## config.mk

```make
export PLATFORM = sky130hd
export DESIGN_NAME = pcounter_mc
export DESIGN_NICKNAME = d
export VERILOG_FILES = /design/src/rtl/pcounter_mc.sv
export SDC_FILE = /design/constraint.sdc
export NUM_CORES = 1
export LEC_CHECK = 0
export CAP_MARGIN = 20
export CORE_MARGIN = 1
export CORE_UTILIZATION = 52
export DETAILED_ROUTE_END_ITERATION = 10
export PLACE_DENSITY = 0.88
export SLEW_MARGIN = 5
export SYNTH_ARGS = -nofsm -noshare
export SYNTH_HDL_FRONTEND = slang
export SYNTH_SLANG_ARGS = --single-unit
```

## constraint.sdc

```tcl
create_clock -name clk_i -period 6.45 [get_ports clk_i]
set_input_delay 1.29 -clock clk_i [delete_from_list [all_inputs] [get_ports clk_i]]
set_output_delay 1.29 -clock clk_i [all_outputs]
set_load 0.02 [all_outputs]
```

## src/rtl/pcounter_mc.sv

```systemverilog
// ---------------------------------------------------------------------------
// pcounter_mc
//   Multi-channel programmable counter. NCH independent WIDTH-bit channels
//   share one clock, a synchronous active-low reset and a global enable.
//   Each channel supports a synchronous load, up/down counting, and
//   free-run / modulo / one-shot / hold modes. Each channel also has a
//   registered one-cycle terminal-count pulse and a sticky one-shot done flag.
//
// Parameters
//   WIDTH   counter width per channel (>= 2)
//   NCH     number of channels (>= 1)
//
// Ports
//   clk_i       clock; all state changes on the rising edge
//   rst_i       synchronous reset, active low; clears every channel
//   en_i        global count enable, gates all channels
//   ch_en_i     per-channel count enable
//   dir_i       per-channel direction: 1 = up, 0 = down
//   mode_i      per-channel mode, channel k at [2k+1:2k]
//               00 free-run, 01 modulo, 10 one-shot, 11 hold
//   load_i      per-channel synchronous load strobe
//   load_val_i  per-channel load value, channel k at [k*WIDTH +: WIDTH]
//   limit_i     per-channel terminal value for modulo/one-shot up-counting
//   cnt_o       registered counter values, channel k at [k*WIDTH +: WIDTH]
//   tc_o        registered terminal-count pulse, one cycle wide
//   done_o      registered sticky one-shot completion flag
// ---------------------------------------------------------------------------
module pcounter_mc #(
  parameter int WIDTH = 6,
  parameter int NCH   = 4
) (
  input  logic                 clk_i,
  input  logic                 rst_i,
  input  logic                 en_i,
  input  logic [NCH-1:0]       ch_en_i,
  input  logic [NCH-1:0]       dir_i,
  input  logic [2*NCH-1:0]     mode_i,
  input  logic [NCH-1:0]       load_i,
  input  logic [NCH*WIDTH-1:0] load_val_i,
  input  logic [NCH*WIDTH-1:0] limit_i,
  output logic [NCH*WIDTH-1:0] cnt_o,
  output logic [NCH-1:0]       tc_o,
  output logic [NCH-1:0]       done_o
);

  typedef enum logic [1:0] {
    MODE_FREE    = 2'b00,
    MODE_MODULO  = 2'b01,
    MODE_ONESHOT = 2'b10,
    MODE_HOLD    = 2'b11
  } mode_t;

  localparam logic [WIDTH-1:0] ALL_ONES = '1;
  localparam logic [WIDTH-1:0] ZERO     = '0;

  for (genvar k = 0; k < NCH; k++) begin : g_ch

    logic [WIDTH-1:0] cnt;
    logic [WIDTH-1:0] limit;
    logic [WIDTH-1:0] load_val;
    logic [WIDTH-1:0] nxt;
    logic             tc;
    logic             done;
    logic             step;
    logic             at_term;
    logic             up;
    mode_t            mode;

    assign mode     = mode_t'(mode_i[2*k +: 2]);
    assign up       = dir_i[k];
    assign limit    = limit_i[k*WIDTH +: WIDTH];
    assign load_val = load_val_i[k*WIDTH +: WIDTH];

    // Decide whether this edge is a counting step, whether the current value
    // is the terminal one, and what the counter moves to. Up-counting in
    // modulo/one-shot treats anything at or above the limit as terminal so a
    // value loaded past the limit still wraps instead of running away.
    always_comb begin
      step    = 1'b0;
      at_term = 1'b0;
      nxt     = cnt;

      step = en_i && ch_en_i[k] && (mode != MODE_HOLD) &&
             !((mode == MODE_ONESHOT) && done);

      if (up) begin
        if (mode == MODE_FREE) at_term = (cnt == ALL_ONES);
        else                   at_term = (cnt >= limit);
      end else begin
        at_term = (cnt == ZERO);
      end

      if (!at_term) begin
        nxt = up ? cnt + 1'b1 : cnt - 1'b1;
      end else begin
        case (mode)
          MODE_FREE:   nxt = up ? ZERO : ALL_ONES;
          MODE_MODULO: nxt = up ? ZERO : limit;
          default:     nxt = cnt;
        endcase
      end
    end

    // Channel state register. Reset beats load, load beats counting; the tc
    // pulse is rewritten every edge so it can never stretch past one cycle.
    always_ff @(posedge clk_i) begin
      if (!rst_i) begin
        cnt  <= ZERO;
        tc   <= 1'b0;
        done <= 1'b0;
      end else if (load_i[k]) begin
        cnt  <= load_val;
        tc   <= 1'b0;
        done <= 1'b0;
      end else if (step) begin
        cnt <= nxt;
        tc  <= at_term;
        if (at_term && (mode == MODE_ONESHOT)) done <= 1'b1;
      end else begin
        tc <= 1'b0;
      end
    end

    assign cnt_o[k*WIDTH +: WIDTH] = cnt;
    assign tc_o[k]                 = tc;
    assign done_o[k]               = done;

  end

endmodule

```

# Word-level counts from Yosys, hierarchy flattened
# Index checks and enable logic that the tools add are counted.
[classes]
n_mul = 0
add_sub_neg = 8
n_reduce_logical = 52
n_bitwise = 5
n_eq_ne = 20
n_lt_le_gt_ge = 4
n_div = 0
muxes = 36
shift = 0
[ops]
columns = ["operator", "n"]
rows = [
  ["6-bit two-way mux", 24],
  ["6-bit case mux with 2 select lines", 4],
  ["6-bit by 1-bit adder with 6-bit output (second input constant)", 4],
  ["6-bit equality test (second input constant)", 4],
  ["6-bit >= comparator", 4],
  ["6-bit zero test", 4],
  ["6-bit by 1-bit subtractor with 6-bit output (second input constant)", 4],
  ["1-bit logical AND", 20],
  ["4-bit by 2-bit inequality test with 1-bit output (second input constant)", 4],
  ["2-bit AND reduction", 8],
  ["3-bit OR reduction", 4],
  ["2-bit by 1-bit equality test with 1-bit output (second input constant)", 4],
  ["2-bit equality test (second input constant)", 4],
  ["2-bit zero test", 4],
  ["1-bit two-way mux", 8],
  ["2-bit inequality test (second input constant)", 4],
  ["2-bit nonzero test", 4],
  ["2-bit OR reduction", 4],
  ["1-bit inverter", 5],
  ["1-bit zero test", 4],
]
[word_totals]
latch_bits = 0
word_cells = 137
rom_bits = 0
out_inout_bits = 32
ramBits = 0
ff_bits = 32
input_bits = 71
mem_count = 0

# Logic depth before layout (Yosys ltp)
[depth]
depth_word = 6
ltp_mapped = 10
ltp_nobuf = 9

# Worst setup path after synthesis
# OpenSTA, ideal clock, no wires.
[synth_path]
path_type = "input to register"
start = "input limit_i[5]"
end = "register g_ch[0].cnt[0]"
path_buffers = 0
path_stages = 8
required_time_ns = 6.388
setup_ns = 0.062
t_arrival_ns = 3.161
path_slack_ns = 3.227
cell_sequence = "inv_1 ha_1 and3_1 a2111oi_2 a21bo_2 and3_2 or4bb_2 nand3_1"
[synth_between]
elab_chain_len = 6
elab_cells_between_ends = 8
cone_classes = "order compare: 1; eq/ne: 1; mux: 5; reduce/logical: 1"
[synth_lines]
columns = ["item", "line_no", "source"]
rows = [
  ["start: declaration", "40", "input logic [NCH*WIDTH-1:0] limit_i,"],
  ["6-bit >= comparator *", "88", "else at_term = (cnt >= limit);"],
  ["1-bit two-way mux *", "87", "if (mode == MODE_FREE) at_term = (cnt == ALL_ONES);"],
  ["1-bit two-way mux *", "86", "if (up) begin"],
  ["6-bit two-way mux", "93", "if (!at_term) begin"],
  ["6-bit two-way mux", "115", "end else if (step) begin"],
  ["6-bit two-way mux", "111", "end else if (load_i[k]) begin"],
  ["end signal: assignment", "112", "cnt <= load_val;"],
  ["end signal: assignment", "116", "cnt <= nxt;"],
  ["end: declaration", "58", "logic [WIDTH-1:0] cnt;"],
]
# Every way passes the cells marked *; elsewhere a longest branch is shown, timed or not. The select of a mux whose other input is x is not followed.
# A chain may end at the register's enable or synchronous reset.

# Final worst setup path
[layout_path]
start = "input limit_i[5]"
end = "register g_ch[0].cnt[5]"
[layout_between]
elab_chain_len = 6
elab_cells_between_ends = 10
cone_classes = "order compare: 1; eq/ne: 1; mux: 7; reduce/logical: 1"
[layout_lines]
columns = ["item", "line_no"]
rows = [
  ["6-bit >= comparator", "88"],
  ["1-bit two-way mux", "87"],
  ["1-bit two-way mux", "86"],
  ["6-bit two-way mux", "93"],
  ["6-bit two-way mux", "115"],
  ["6-bit two-way mux", "111"],
]
# Several ways; a longest one is shown, not always the timed one. The select of a mux whose other input is x is not followed.

==> run_results.csv <==
group,metric,value,unit
setup_path,rr_worst_depth,9,
hold_path,min_path_cells,1,
setup_path,path_depth,9,
run_status,outcome,"complete, no violations",
synthesis,ys_seq_area_share,18.9,%
setup_path,crit_chain,"clkdlybuf4s50_1, inv_1, ha_1, and3_1, a2111oi_2, a21bo_2, a31oi_1, a211oi_1, a2111oi_1",
timing,post-route-period-util,59.5,%
routing,drt_wl_total,10200,um
setup_path,cp_max_fo,6,
grt,grt_overflow_total,0,
cells_and_area,drive_gt1_share,4.57,%
power_and_ir_drop,internal_power,441,uW
cells_and_area,final_common_cell,"clkdlybuf4s50_1",
die,core_area,6310,um2
synthesis,ys_warn_count,0,
die,die_x,82.7,um
routing,wl_per_cell,16.9,um
routing,postRouteAntennaNets,0,
grt,grt_pass1_wl,15700,um
timing,finalHoldViolations,0,
die,io_pins,103,
setup_path,cp-end-kind,"flip-flop",
hold_path,min_from,"g_ch[2].done",
synthesis,ys.flop_type,"dfxtp_1",
grt,track_usage,29.6,%
power_and_ir_drop,p_leak,1.96,nW
placement,gp_congestion,0.949,
die,die_area,6840,um2
synthesis,ys_async_sr_fraction,0,%
power_and_ir_drop,clockPowerShare,20.7,%
cells_and_area,area_delta_synth_final,31.8,%
power_and_ir_drop,combPwrFrac,45.5,%
timing,holdWs,497,ps
setup_path,critical_path.max_stage_delay,520,ps
grt,grt_pass1_vias,3534,
power_and_ir_drop,switching_power,272,uW
cts,clkLatencyLatePin,270,ps
cts,clk_path_buf_depth,2,
timing,worstMarginPinSlew,1020,ps
die,die_y,82.7,um
cts,cts_made_buffers,5,
cts,root_buffer,"clkbuf_8",
cts,cts_tree,"built",
timing,slew_violations,0,
synthesis,synth_edf_count,0,
setup_path,path_class,"input pin to flip-flop",
cts,cts_hold_buf,0,
timing,slew_headroom,31.8,%
setup_path,cp.buffers_inverters,2,
power_and_ir_drop,switching_share,38.1,%
die,start_util,53.7,%
routing,drtIter0Drc,161,
timing,fin_crit,3840,ps
cells_and_area,num-nets-final,640,
cts,cts_setup_buffers,0,
timing,rsz0062_at_grt,"false",
grt,grt_max_degree,30,
power_and_ir_drop,peakVddDrop,130,uV
setup_path,crit_required,6590,ps
synthesis,synthesis.area,3390,um2
run,cap_violations,0,
timing,skew,2.70,ps
synthesis,syn_area_per_cell,7.83,um2
setup_path,cp_slowest_cell,"a31oi_1",
hold_path,hold_path_class,"flip-flop to flip-flop",
cells_and_area,final_cell_mix,"clkdlybuf4s50_1, o21ai_0, inv_1, ha_1, dfxtp_1",
placement,port_buffers,102,
power_and_ir_drop,power.density,160,nW/um2
cells_and_area,n_fill_cell,539,
setup_path,path_delay_family,"compound AO/OA/AOI/OAI gates",
routing,drc,0,
synthesis,synth_seq_cells,32,
cells_and_area,antenna_cells,0,
routing,vias_per_cell,6.24,
power_and_ir_drop,seqPwrFrac,33.8,%
timing,fmax,0.261,GHz
cts,cts.reportedPaths.clkPinSlew,70,ps
setup_path,cp-startpoint,"limit_i[5]",
synthesis,syn_inst,433,
cts,clkSinkCount,32,
cts,post_cts_resized,0,
synthesis,synth_cell_type_count,73,
cts,cts_htree_levels,2,
timing,setup_viol,0,
routing,num_vias,3756,
grt,antenna_found_initial,0,
routing,drtPass1Iterations,5,
synthesis,synth_fp_nets,548,
setup_path,r2r_start,"g_ch[2].cnt[0]",
die,rows,29,
setup_path,startpoint_type,"input pin",
placement,dpl.hpwl,7950,um
timing,final.setup.tns,0,ps
setup_path,arrival,3980,ps
[cell usage after synthesis (10+ instances only)]
cell type | instances | share of area [%]
nand2_1 | 30 | 3.3
ha_1 | 40 | 15
nor3_1 | 10 | 1.5
dfxtp_1 | 32 | 19
nor2_1 | 23 | 2.5
inv_1 | 40 | 4.4
nand3_1 | 16 | 2.4
a21oi_1 | 26 | 3.8
a21o_1 | 10 | 2.2
o21ai_0 | 50 | 7.4
xnor2_1 | 10 | 2.6
[worst register-to-register path: stages, from the launching register on]
cell	delay [ps]
dfxtp_1	550
inv_1	90
ha_1	270
nand2b_1	160
a2111oi_2	460
or3_1	190
o311ai_1	150
a21boi_1	490
o221a_2	290
o21ai_0	100
[power by group through the flow]
stage                     sequential, mW  clock (mW)  combinational, mW
final                              0.241       0.148              0.324
after CTS                          0.240       0.148              0.320
after floorplan                    0.252           0              0.184
after global routing               0.243       0.159              0.356
after global placement             0.244           0              0.305
after detailed placement           0.244           0              0.318
[final timing paths]
path,end,slack (ps)
setup / recovery,g_ch[0].cnt[5],2610
hold / removal,g_ch[2].done,500
setup reg to reg,g_ch[2].cnt[0],3570
hold reg to reg,g_ch[2].done,500
[metal layers]
layer	wire length (um)	part of all wire [%]	GRT usage [%]
met5	0	0	0
met4	253	2.5	10.2
met1	4060	40	35.3
met3	816	8.0	5.27
met2	5030	50	53.0
[area by class of cell]
type	instances	area, um2	area share (%)
multi-input cells	344	2480	55.5
repair buffers	102	1020	22.9
flip-flops and latches	32	641	14.3
inverters	40	150	3.36
well taps	77	96.3	2.16
clock buffers	6	72.6	1.63
clock inverters	1	5.00	0.112
[per-stage QoR]
step / instances / setup slack [ps] / power (mW) / util, % / area [um2]
finish: 602 / 2610 / 0.713 / 70.7 / 4460
floorplan: 433 / 3230 / 0.436 / - / 3390
global placement: 595 / 2440 / 0.549 / 69.4 / 4380
detailed placement: 595 / 2300 / 0.562 / 69.4 / 4380
CTS: 602 / 2590 / 0.708 / 70.6 / 4460
global route: 602 / 2410 / 0.758 / 70.7 / 4460
[state kept, by name, indices dropped and copies added (netlist names)]
name	count
g_ch.cnt	24
g_ch.done	4
g_ch.tc	4
[cells by family after synthesis]
family	count (synthesis)	synth area share, %
fa+ha+maj	44	17.1
xor+xnor	17	4.39
simple gates	130	20.6
compound gates	153	30.8
flops	32	18.9
buf+inv	57	8.12
Note: power is estimated with default switching activity, not from simulation.
